==> config.mk <==
export PLATFORM = sky130hd
export DESIGN_NAME = multicycle_control_unit_flat
export DESIGN_NICKNAME = d
export VERILOG_FILES = /design/src/rtl/cu_pkg.sv /design/src/rtl/multicycle_control_unit_if.sv /design/src/rtl/cu_decoder.sv /design/src/rtl/multicycle_control_unit.sv /design/src/flat_wrapper.sv
export SDC_FILE = /design/constraint.sdc
export NUM_CORES = 1
export LEC_CHECK = 0
export ABC_CLOCK_PERIOD_IN_PS = 3000
export CORE_MARGIN = 2
export CORE_UTILIZATION = 50
export CTS_CLUSTER_DIAMETER = 30
export DETAILED_ROUTE_END_ITERATION = 16
export PLACE_DENSITY = 0.85
export SYNTH_ARGS = -nofsm -noshare
export SYNTH_HDL_FRONTEND = slang
export SYNTH_SLANG_ARGS = --single-unit
==> constraint.sdc <==
create_clock -name clk -period 3 [get_ports clk]
set_input_delay 0.9 -clock clk [delete_from_list [all_inputs] [get_ports clk]]
set_output_delay 0.9 -clock clk [all_outputs]
set_load 0.02 [all_outputs]
==> src/rtl/cu_pkg.sv <==
// Shared types and encodings for the multi-cycle RV32 control unit.
// Optional build macro: CU_ILLEGAL_TRAP_EN (illegal instructions park the FSM in TRAP).
package cu_pkg;

    localparam int unsigned ALUOP_W = 2;

    localparam logic [6:0] OP_R    = 7'b0110011;
    localparam logic [6:0] OP_IALU = 7'b0010011;
    localparam logic [6:0] OP_LD   = 7'b0000011;
    localparam logic [6:0] OP_ST   = 7'b0100011;
    localparam logic [6:0] OP_BR   = 7'b1100011;
    localparam logic [6:0] OP_JAL  = 7'b1101111;
    localparam logic [6:0] OP_JALR = 7'b1100111;

    localparam logic [2:0] F3_000 = 3'b000;
    localparam logic [2:0] F3_001 = 3'b001;
    localparam logic [2:0] F3_010 = 3'b010;

    localparam logic [ALUOP_W-1:0] ALUOP_ADD   = 2'b00;
    localparam logic [ALUOP_W-1:0] ALUOP_BR    = 2'b01;
    localparam logic [ALUOP_W-1:0] ALUOP_FUNCT = 2'b10;

    typedef enum logic [2:0] {
        ST_FETCH  = 3'd0,
        ST_DECODE = 3'd1,
        ST_EXEC   = 3'd2,
        ST_MEM    = 3'd3,
        ST_WB     = 3'd4,
        ST_TRAP   = 3'd5
    } state_t;

    typedef enum logic [2:0] {
        CL_R    = 3'd0,
        CL_IALU = 3'd1,
        CL_LD   = 3'd2,
        CL_ST   = 3'd3,
        CL_BR   = 3'd4,
        CL_JAL  = 3'd5,
        CL_JALR = 3'd6,
        CL_ILL  = 3'd7
    } insn_class_t;

endpackage

==> src/rtl/multicycle_control_unit_if.sv <==
// Control-unit <-> datapath/memory bundle; master is the control unit side.
interface multicycle_control_unit_if #(
    parameter int unsigned CNT_W   = 32,
    parameter int unsigned ALUOP_W = 2
);
    logic [31:0]        instruction;
    logic               mem_ready;
    logic               branch_taken;
    logic               imem_req;
    logic               dmem_req;
    logic               ir_write;
    logic               pc_write;
    logic               MemRead;
    logic               MemWrite;
    logic               MemToReg;
    logic               ALUSrc;
    logic               RegWrite;
    logic               branch;
    logic               jal_sel;
    logic               jalr_sel;
    logic [ALUOP_W-1:0] ALUOp;
    logic [2:0]         phase;
    logic [CNT_W-1:0]   cycle_cnt;
    logic [CNT_W-1:0]   instret_cnt;
    logic               illegal_insn;

    modport master (
        input  instruction, mem_ready, branch_taken,
        output imem_req, dmem_req, ir_write, pc_write, MemRead, MemWrite, MemToReg,
               ALUSrc, RegWrite, branch, jal_sel, jalr_sel, ALUOp, phase,
               cycle_cnt, instret_cnt, illegal_insn
    );

    modport slave (
        output instruction, mem_ready, branch_taken,
        input  imem_req, dmem_req, ir_write, pc_write, MemRead, MemWrite, MemToReg,
               ALUSrc, RegWrite, branch, jal_sel, jalr_sel, ALUOp, phase,
               cycle_cnt, instret_cnt, illegal_insn
    );
endinterface

==> src/rtl/cu_decoder.sv <==
// Combinational instruction classifier: {funct3, opcode} -> instruction class.
module cu_decoder
    import cu_pkg::*;
(
    input  logic [2:0]  funct3,
    input  logic [6:0]  opcode,
    output insn_class_t cls
);

    always_comb begin
        cls = CL_ILL;
        case (opcode)
            OP_R:    if (funct3[2:1] != 2'b01) cls = CL_R;
            OP_IALU: if (funct3 == F3_000 || funct3 == F3_001) cls = CL_IALU;
            OP_LD:   if (funct3 == F3_010) cls = CL_LD;
            OP_ST:   if (funct3 == F3_010) cls = CL_ST;
            OP_BR:   if (!funct3[1]) cls = CL_BR;
            OP_JAL:  cls = CL_JAL;
            OP_JALR: if (funct3 == F3_000) cls = CL_JALR;
            default: cls = CL_ILL;
        endcase
    end

endmodule

==> src/rtl/multicycle_control_unit.sv <==
// Multi-cycle RV32 control FSM with memory handshake and cycle/instret counters.
// Optional build macro: CU_ILLEGAL_TRAP_EN (illegal instructions enter a sticky TRAP state).
module multicycle_control_unit
    import cu_pkg::*;
#(
    parameter int unsigned CNT_W   = 32,
    parameter int unsigned ALUOP_W = 2
) (
    input  logic                      clk,
    input  logic                      rst_n,
    multicycle_control_unit_if.master bus
);

    state_t            state;
    insn_class_t       cls;
    insn_class_t       dec_cls;
    logic [CNT_W-1:0]  cycle_q;
    logic [CNT_W-1:0]  instret_q;
    logic              retire;
    logic              unused_insn_bits;

    logic               imem_req, dmem_req, ir_write, pc_write;
    logic               mem_read, mem_write, mem_to_reg, alu_src, reg_write;
    logic               branch, jal_sel, jalr_sel, illegal;
    logic [ALUOP_W-1:0] alu_op;

    assign unused_insn_bits = ^{bus.instruction[31:15], bus.instruction[11:7], bus.branch_taken};

    cu_decoder u_dec (
        .funct3 (bus.instruction[14:12]),
        .opcode (bus.instruction[6:0]),
        .cls    (dec_cls)
    );

    // State, latched class and counters.
    always_ff @(posedge clk or negedge rst_n) begin
        if (!rst_n) begin
            state     <= ST_FETCH;
            cls       <= CL_ILL;
            cycle_q   <= '0;
            instret_q <= '0;
        end else begin
            cycle_q <= cycle_q + CNT_W'(1);
            if (retire) instret_q <= instret_q + CNT_W'(1);
            case (state)
                ST_FETCH: begin
                    if (bus.mem_ready) begin
                        cls   <= dec_cls;
                        state <= ST_DECODE;
                    end
                end
                ST_DECODE: begin
`ifdef CU_ILLEGAL_TRAP_EN
                    state <= (cls == CL_ILL) ? ST_TRAP : ST_EXEC;
`else
                    state <= (cls == CL_ILL) ? ST_FETCH : ST_EXEC;
`endif
                end
                ST_EXEC: begin
                    case (cls)
                        CL_R, CL_IALU: state <= ST_WB;
                        CL_LD, CL_ST:  state <= ST_MEM;
                        default:       state <= ST_FETCH;
                    endcase
                end
                ST_MEM: begin
                    if (bus.mem_ready) state <= (cls == CL_LD) ? ST_WB : ST_FETCH;
                end
                ST_WB:   state <= ST_FETCH;
                ST_TRAP: state <= ST_TRAP;
                default: state <= ST_FETCH;
            endcase
        end
    end

    // Moore control decode; FETCH outputs are forced low while reset is asserted.
    always_comb begin
        imem_req   = 1'b0;
        dmem_req   = 1'b0;
        ir_write   = 1'b0;
        pc_write   = 1'b0;
        mem_read   = 1'b0;
        mem_write  = 1'b0;
        mem_to_reg = 1'b0;
        alu_src    = 1'b0;
        reg_write  = 1'b0;
        branch     = 1'b0;
        jal_sel    = 1'b0;
        jalr_sel   = 1'b0;
        illegal    = 1'b0;
        alu_op     = ALUOP_W'(ALUOP_ADD);
        case (state)
            ST_FETCH: begin
                imem_req = rst_n;
                ir_write = rst_n & bus.mem_ready;
            end
            ST_DECODE: begin
`ifndef CU_ILLEGAL_TRAP_EN
                pc_write = (cls == CL_ILL);
`endif
            end
            ST_EXEC: begin
                case (cls)
                    CL_R:    alu_op = ALUOP_W'(ALUOP_FUNCT);
                    CL_IALU: begin alu_op = ALUOP_W'(ALUOP_FUNCT); alu_src = 1'b1; end
                    CL_LD, CL_ST: alu_src = 1'b1;
                    CL_BR:   begin alu_op = ALUOP_W'(ALUOP_BR); branch = 1'b1; pc_write = 1'b1; end
                    CL_JAL:  begin reg_write = 1'b1; jal_sel = 1'b1; pc_write = 1'b1; end
                    CL_JALR: begin alu_src = 1'b1; reg_write = 1'b1; jalr_sel = 1'b1; pc_write = 1'b1; end
                    default: ;
                endcase
            end
            ST_MEM: begin
                dmem_req  = 1'b1;
                mem_read  = (cls == CL_LD);
                mem_write = (cls == CL_ST);
                pc_write  = (cls == CL_ST);
            end
            ST_WB: begin
                reg_write  = 1'b1;
                mem_to_reg = (cls == CL_LD);
                pc_write   = 1'b1;
            end
`ifdef CU_ILLEGAL_TRAP_EN
            ST_TRAP: illegal = 1'b1;
`endif
            default: ;
        endcase
    end

    // A store's pc_write spans the whole MEM wait but retires once, on completion.
    always_comb begin
        retire = pc_write && (state != ST_DECODE) && !(state == ST_MEM && !bus.mem_ready);
    end

    assign bus.imem_req     = imem_req;
    assign bus.dmem_req     = dmem_req;
    assign bus.ir_write     = ir_write;
    assign bus.pc_write     = pc_write;
    assign bus.MemRead      = mem_read;
    assign bus.MemWrite     = mem_write;
    assign bus.MemToReg     = mem_to_reg;
    assign bus.ALUSrc       = alu_src;
    assign bus.RegWrite     = reg_write;
    assign bus.branch       = branch;
    assign bus.jal_sel      = jal_sel;
    assign bus.jalr_sel     = jalr_sel;
    assign bus.ALUOp        = alu_op;
    assign bus.phase        = 3'(state);
    assign bus.cycle_cnt    = cycle_q;
    assign bus.instret_cnt  = instret_q;
    assign bus.illegal_insn = illegal;

endmodule

==> src/flat_wrapper.sv <==
// flat-port wrapper written by rule: the top's interface ports become plain ports
module multicycle_control_unit_flat import cu_pkg::*;
#(
    parameter int unsigned CNT_W   = 32,
    parameter int unsigned ALUOP_W = 2
)
  (clk, rst_n, bus_instruction, bus_mem_ready, bus_branch_taken, bus_imem_req, bus_dmem_req, bus_ir_write, bus_pc_write, bus_MemRead, bus_MemWrite, bus_MemToReg, bus_ALUSrc, bus_RegWrite, bus_branch, bus_jal_sel, bus_jalr_sel, bus_ALUOp, bus_phase, bus_cycle_cnt, bus_instret_cnt, bus_illegal_insn);
  multicycle_control_unit_if #(.CNT_W(CNT_W), .ALUOP_W(ALUOP_W)) bus_i ();
  input  logic clk;
  input  logic rst_n;
  input wire logic [$bits(bus_i.instruction)-1:0] bus_instruction;
  input wire logic [$bits(bus_i.mem_ready)-1:0] bus_mem_ready;
  input wire logic [$bits(bus_i.branch_taken)-1:0] bus_branch_taken;
  output wire logic [$bits(bus_i.imem_req)-1:0] bus_imem_req;
  output wire logic [$bits(bus_i.dmem_req)-1:0] bus_dmem_req;
  output wire logic [$bits(bus_i.ir_write)-1:0] bus_ir_write;
  output wire logic [$bits(bus_i.pc_write)-1:0] bus_pc_write;
  output wire logic [$bits(bus_i.MemRead)-1:0] bus_MemRead;
  output wire logic [$bits(bus_i.MemWrite)-1:0] bus_MemWrite;
  output wire logic [$bits(bus_i.MemToReg)-1:0] bus_MemToReg;
  output wire logic [$bits(bus_i.ALUSrc)-1:0] bus_ALUSrc;
  output wire logic [$bits(bus_i.RegWrite)-1:0] bus_RegWrite;
  output wire logic [$bits(bus_i.branch)-1:0] bus_branch;
  output wire logic [$bits(bus_i.jal_sel)-1:0] bus_jal_sel;
  output wire logic [$bits(bus_i.jalr_sel)-1:0] bus_jalr_sel;
  output wire logic [$bits(bus_i.ALUOp)-1:0] bus_ALUOp;
  output wire logic [$bits(bus_i.phase)-1:0] bus_phase;
  output wire logic [$bits(bus_i.cycle_cnt)-1:0] bus_cycle_cnt;
  output wire logic [$bits(bus_i.instret_cnt)-1:0] bus_instret_cnt;
  output wire logic [$bits(bus_i.illegal_insn)-1:0] bus_illegal_insn;
  assign bus_i.instruction = bus_instruction;
  assign bus_i.mem_ready = bus_mem_ready;
  assign bus_i.branch_taken = bus_branch_taken;
  assign bus_imem_req = bus_i.imem_req;
  assign bus_dmem_req = bus_i.dmem_req;
  assign bus_ir_write = bus_i.ir_write;
  assign bus_pc_write = bus_i.pc_write;
  assign bus_MemRead = bus_i.MemRead;
  assign bus_MemWrite = bus_i.MemWrite;
  assign bus_MemToReg = bus_i.MemToReg;
  assign bus_ALUSrc = bus_i.ALUSrc;
  assign bus_RegWrite = bus_i.RegWrite;
  assign bus_branch = bus_i.branch;
  assign bus_jal_sel = bus_i.jal_sel;
  assign bus_jalr_sel = bus_i.jalr_sel;
  assign bus_ALUOp = bus_i.ALUOp;
  assign bus_phase = bus_i.phase;
  assign bus_cycle_cnt = bus_i.cycle_cnt;
  assign bus_instret_cnt = bus_i.instret_cnt;
  assign bus_illegal_insn = bus_i.illegal_insn;
  multicycle_control_unit #(.CNT_W(CNT_W), .ALUOP_W(ALUOP_W)) u_core (.clk(clk), .rst_n(rst_n), .bus(bus_i));
endmodule
; Word level (Yosys, flattened, before mapping)
; Index checks and enable logic that the tools add are counted.
[totals]
regBits = 70
input_bits = 36
word_cells = 81
[op_classes]
add_sub_neg = 2
n_eq_ne = 25
mux = 33
n_bitwise = 1
n_reduce_logical = 16
[ops]
columns = op, count
row1 = "32-bit by 1-bit adder with 32-bit output, second input constant", 2
row2 = "7-bit == test, second input constant", 3
row3 = 3-bit two-way mux, 7
row4 = 3-bit case mux with 7 select lines, 1
row5 = "3-bit == test, second input constant", 6
row6 = 1-bit two-way mux, 17
row7 = "3-bit by 2-bit == test with 1-bit output, second input constant", 5
row8 = 3-bit case mux with 5 select lines, 1
row9 = "7-bit by 6-bit == test with 1-bit output, second input constant", 2
row10 = "3-bit by 1-bit == test with 1-bit output, second input constant", 3
row11 = 3-bit zero test, 3
row12 = "7-bit by 2-bit == test with 1-bit output, second input constant", 1
row13 = "7-bit by 5-bit == test with 1-bit output, second input constant", 1
row14 = 2-bit two-way mux, 3
row15 = 3-bit case mux with 2 select lines, 1
row16 = 2-bit OR reduction, 3
row17 = "2-bit inequality test, second input constant", 2
row18 = 1-bit case mux with 4 select lines, 1
row19 = 2-bit case mux with 2 select lines, 1
row20 = 2-bit AND reduction, 2
row21 = 4-bit OR reduction, 1
row22 = 1-bit logical AND, 3
row23 = "3-bit by 1-bit inequality test with 1-bit output, second input constant", 1
row24 = 3-bit OR reduction, 1
row25 = 5 further kinds, 6

; Logic depth before layout (Yosys ltp)
[depth]
depth_word = 6
depth_mapped = 7
ltp_nobuf = 5

; Modules after synthesis
; Synthesis repeated with hierarchy kept, for this count alone.
[unflattened]
cells_unflattened = 342
hier_area_um2 = 3502.1
[modules_own_cells]
columns = mod, instances, cells_per_inst, area_each_um2, seq_area_each_um2
row1 = multicycle_control_unit, 1, 314, 3314.4, 1755.4
row2 = cu_decoder, 1, 28, 187.7, 0.0

; Least setup slack after synthesis
; OpenSTA, ideal clock, no wires.
[synth_path]
path_type = flip-flop to output port
startpoint = register u_core.state[2], in the netlist u_core.bus.phase[2]
endpoint = output bus_ALUOp[0]
arrival_time_ns = 1.752
required_time_ns = 2.100
slack_ns = 0.348
stages_incl_launch_ff = 6
path_cell_list = dfrtp_1 > buf_6 > and2b_2 > nand3_1 > nor3_1 > buf_4
[synth_between]
elab_chain_len = 2
[synth_rtl]
columns = item, line
row1 = from (decl), multicycle_control_unit.sv:14  ; state_t state;
row2 = from (signal assigned), multicycle_control_unit.sv:56  ; state <= (cls == CL_ILL) ? ST_FETCH : ST_EXEC;
row3 = from (signal assigned), multicycle_control_unit.sv:67  ; if (bus.mem_ready) state <= (cls == CL_LD) ? ST_WB : ST_FETCH;
row4 = 3-bit by 2-bit == test with 1-bit output, multicycle_control_unit.sv:92  ; case (state)
row5 = 2-bit two-way mux, multicycle_control_unit.sv:92
row6 = to (decl), flat_wrapper.sv:26  ; output wire logic [$bits(bus_i.ALUOp)-1:0] bus_ALUOp;
; No other way between the ends.

; Worst setup path in the final report
[layout_path]
startpoint = register u_core.cls[1]
endpoint = output bus_RegWrite
[layout_between]
elab_chain_len = 4
elab_cells_between_ends = 5
[layout_rtl]
columns = item, line
row1 = from (decl), multicycle_control_unit.sv:15  ; insn_class_t cls;
row2 = from (signal assigned), multicycle_control_unit.sv:48  ; cls <= dec_cls;
row3 = 3-bit == test, multicycle_control_unit.sv:103  ; case (cls)
row4 = 2-bit OR reduction (no line) (*), n/a
row5 = 1-bit two-way mux (*), multicycle_control_unit.sv:103
row6 = 1-bit case mux with 2 select lines (*), multicycle_control_unit.sv:92
row7 = to (decl), flat_wrapper.sv:22  ; output wire logic [$bits(bus_i.RegWrite)-1:0] bus_RegWrite;
; Mark *: on every way between the ends. The rest lies on a longest branch, timed or not.

==> results.json <==
{
  "run_status": "completed",
  "synth_top_family_by_area": "simple AND/OR/NAND/NOR gates",
  "synth-simple-area-share_pct": 25.0,
  "slew_headroom_pct": 43.0,
  "viasPerCell": 5.38,
  "cp_num_buf_inv": 1,
  "gp_congestion": 0.804,
  "slowest_stage": "dfstp_2",
  "antenna_found_initial": 0,
  "max-vdd-ir-drop_mv": 0.244,
  "setup_viol": 0,
  "grt_remaining_overflow": 0,
  "drc": 0,
  "power_density_mw_per_mm2": 472,
  "rows": 30,
  "synth_edf_count": 0,
  "p_leak_uw": 0.00201,
  "drtPass1Iterations": 4,
  "end_kind": "output port",
  "max_freq_mhz": 346,
  "grt_max_degree": 71,
  "cp_max_fo": 12,
  "avgSynthCellArea_um2": 10.2,
  "synthAdderAreaFrac_pct": 0.702,
  "clk_latency_ns": 0.34,
  "grt_pass1_wl_mm": 12.5,
  "die_h_um": 88.4,
  "rsz0062_at_grt": "no",
  "cts.sinks": 70,
  "final_nets": 483,
  "vias": 2936,
  "core_mm2": 0.00683,
  "ys_async_sr_fraction_pct": 100,
  "diodes": 0,
  "path_clk_slew_ns": 0.07,
  "seq_area_frac_synth_pct": 49.3,
  "cp_data_arrival_time_ns": 1.99,
  "dp.cells": 530,
  "clock_skew_ns": 0.0101,
  "synth_top_flop_cell": "dfrtp_1",
  "synth_area_mm2": 0.00356,
  "synth_fp_nets": 387,
  "fp.dieArea_mm2": 0.00782,
  "worstSetupPathType": "register to output port",
  "crit_path_max_incr_delay_ns": 0.66,
  "num-fill-cells": 526,
  "layout_min_cycle_time_ns": 2.89,
  "grt.total_usage_pct": 20.2,
  "hold_class": "register to register",
  "crit_family": "flip-flops",
  "cp.required_ns": 2.10,
  "synth_compound_area_share_pct": 7.06,
  "fin_cells": 546,
  "hold_viol_final": 0,
  "initial_core_util_pct": 52.2,
  "postCtsHoldBufs": 0,
  "htreeDepth": 3,
  "start_kind": "register",
  "port_buffers": 93,
  "synthDistinctLibCells": 47,
  "fin_util_pct": 69.4,
  "boundaryPins": 118,
  "hpwl_mm": 5.59,
  "cts_tree": "done",
  "cts.path.max_buffers": 2,
  "die_w_um": 88.4,
  "synthCells": 349,
  "finalCritPeriodShare_pct": 96.2,
  "synth-seq-cells": 70,
  "grt_pass1_vias": 2689,
  "root_buffer": "clkbuf_8",
  "worstMarginPinSlew_ns": 0.854,
  "wl_mm": 7.66,
  "ys_warn_count": 0,
  "drv_slew": 0,
  "synth_xor_area_share_pct": 15.2,
  "muxShareOfSynthArea_pct": 0,
  "worstPathCellList": "xor2_1 -> a31oi_1 -> nor2_1 -> clkdlybuf4s50_1",
  "drive_above_1_share_pct": 7.11,
  "fin_tns_setup_ns": 0,
  "drv_cap": 0,
  "ant_nets": 0,
  "dr.first_iter.drc_count": 165,
  "wire_per_inst_um": 14.0,
  "cts_buffers": 9,
  "area_growth_pct": 33.1
}
-- through the flow --
step / instance area, µm² / hold WS [ns] / total power, µW / setup slack, ns
floorplan: 3560 / 0.558 / 1400 / 0.348
global route: 4740 / 0.492 / 2340 / 0.00979
global placement: 4570 / 0.453 / 1590 / -0.00294
finish: 4740 / 0.464 / 2240 / 0.114
detailed placement: 4570 / 0.458 / 1600 / -0.0272
CTS: 4740 / 0.470 / 2250 / 0.0157
-- cells in the mapped netlist, types with 4 or more instances --
cell	n	share of area (%)
and3_1	16	2.8
and2_1	5	0.88
o21ai_0	8	1.1
nand4_1	27	4.7
nor2_1	24	2.5
dfrtp_1	67	47
and4_1	7	1.7
nand2_1	29	3.1
xor2_1	13	3.2
nand3_1	23	3.2
buf_2	4	0.56
inv_1	7	0.74
nor3_1	8	1.1
nand2b_1	7	1.2
a21oi_1	7	0.98
xnor2_1	49	12
-- layer usage --
metal / track usage, % / vias up / routed length, µm
li1: - / 1422 / -
met1: 29.2 / 1425 / 3640
met2: 30.3 / 73 / 3610
met3: 2.99 / 16 / 253
met4: 8.54 / 0 / 161
met5: 0 / - / 0
-- timing repair --
| item | 4_1_cts | 5_1_grt |
|---|---|---|
| buffers inserted | 0 | 0 |
| setup endpoints to repair | 5 | 3 |
| resized for setup | 3 | 3 |
-- cell type report --
| type | count | area (µm²) | area share (%) |
|---|---|---|---|
| multi-input cells | 260 | 1710 | 36.1 |
| well taps | 96 | 120 | 2.53 |
| clock inverters | 5 | 35.0 | 0.739 |
| repair buffers | 97 | 961 | 20.3 |
| inverters | 7 | 26.3 | 0.554 |
| clock buffers | 11 | 131 | 2.77 |
| flip-flops and latches | 70 | 1760 | 37.0 |
-- power by group --
| part | switching [µW] | leakage, µW | internal, µW | total, µW |
|---|---|---|---|---|
| Combinational | 279 | 0.000982 | 206 | 485 |
| Clock | 355 | 0.0000837 | 302 | 657 |
| Sequential | 103 | 0.000947 | 993 | 1100 |
| Total | 736 | 0.00201 | 1500 | 2240 |
-- placed cells by master, fill, tap and decap left out, types with 2 or more instances in the layout --
cell type	synthesis	routed
and2_1	5	5
dfstp_2	3	3
a31oi_1	3	3
nor3_1	8	8
o21ai_0	8	8
nand2_1	29	29
clkbuf_1	3	2
dlygate4sd2_1	0	2
clkdlybuf4s50_1	0	87
nand2b_1	7	7
nor3b_1	2	2
and3_1	16	16
xnor2_1	49	49
ha_1	2	2
nor2b_1	3	3
buf_4	3	4
a32oi_1	2	2
nor2_1	24	24
dlymetal6s2s_1	0	3
o22a_1	2	2
nand3_1	23	23
nand4_1	27	27
inv_1	7	7
clkbuf_8	0	9
nor4_1	3	3
and4_1	7	7
xor2_1	13	13
a21oi_1	7	7
clkinv_2	0	2
nand3b_1	2	2
dfrtp_1	67	66
-- path summary, 6_finish.rpt --
check | startpoint | end | slack, ns | cells past startpoint
min reg2reg | u_core.bus.cycle_cnt[31]$_DFF_PN0_ | u_core.bus.cycle_cnt[31]$_DFF_PN0_ | 0.46 | 1
max in group asynchronous | rst_n | u_core.bus.phase[1]$_DFFE_PN0P_ | 1.60 | 2
min | u_core.bus.cycle_cnt[31]$_DFF_PN0_ | u_core.bus.cycle_cnt[31]$_DFF_PN0_ | 0.46 | 1
min in group asynchronous | rst_n | u_core.bus.phase[0]$_DFFE_PN0P_ | 0.79 | 2
max | u_core.cls[1]$_DFFE_PN1P_ | bus_RegWrite | 0.11 | 4
max reg2reg | u_core.cls[1]$_DFFE_PN1P_ | u_core.bus.instret_cnt[28]$_DFFE_PN0P_ | 0.87 | 5
-- cell families after synthesis --
family,Yosys count
AOI/OAI and AO/OA,33
adders and majority gates,2
DFF,70
buffers and inverters,19
and+or+nand+nor,162
other,1
xor gates and xnor gates,62
-- state kept, by name (all words and copies together), names as in the netlist --
| name | count |
|---|---|
| u_core.cls | 3 |
| u_core.bus.cycle_cnt | 32 |
| u_core.bus.phase | 3 |
| u_core.bus.instret_cnt | 32 |
Power figures use the tool's default switching activity.
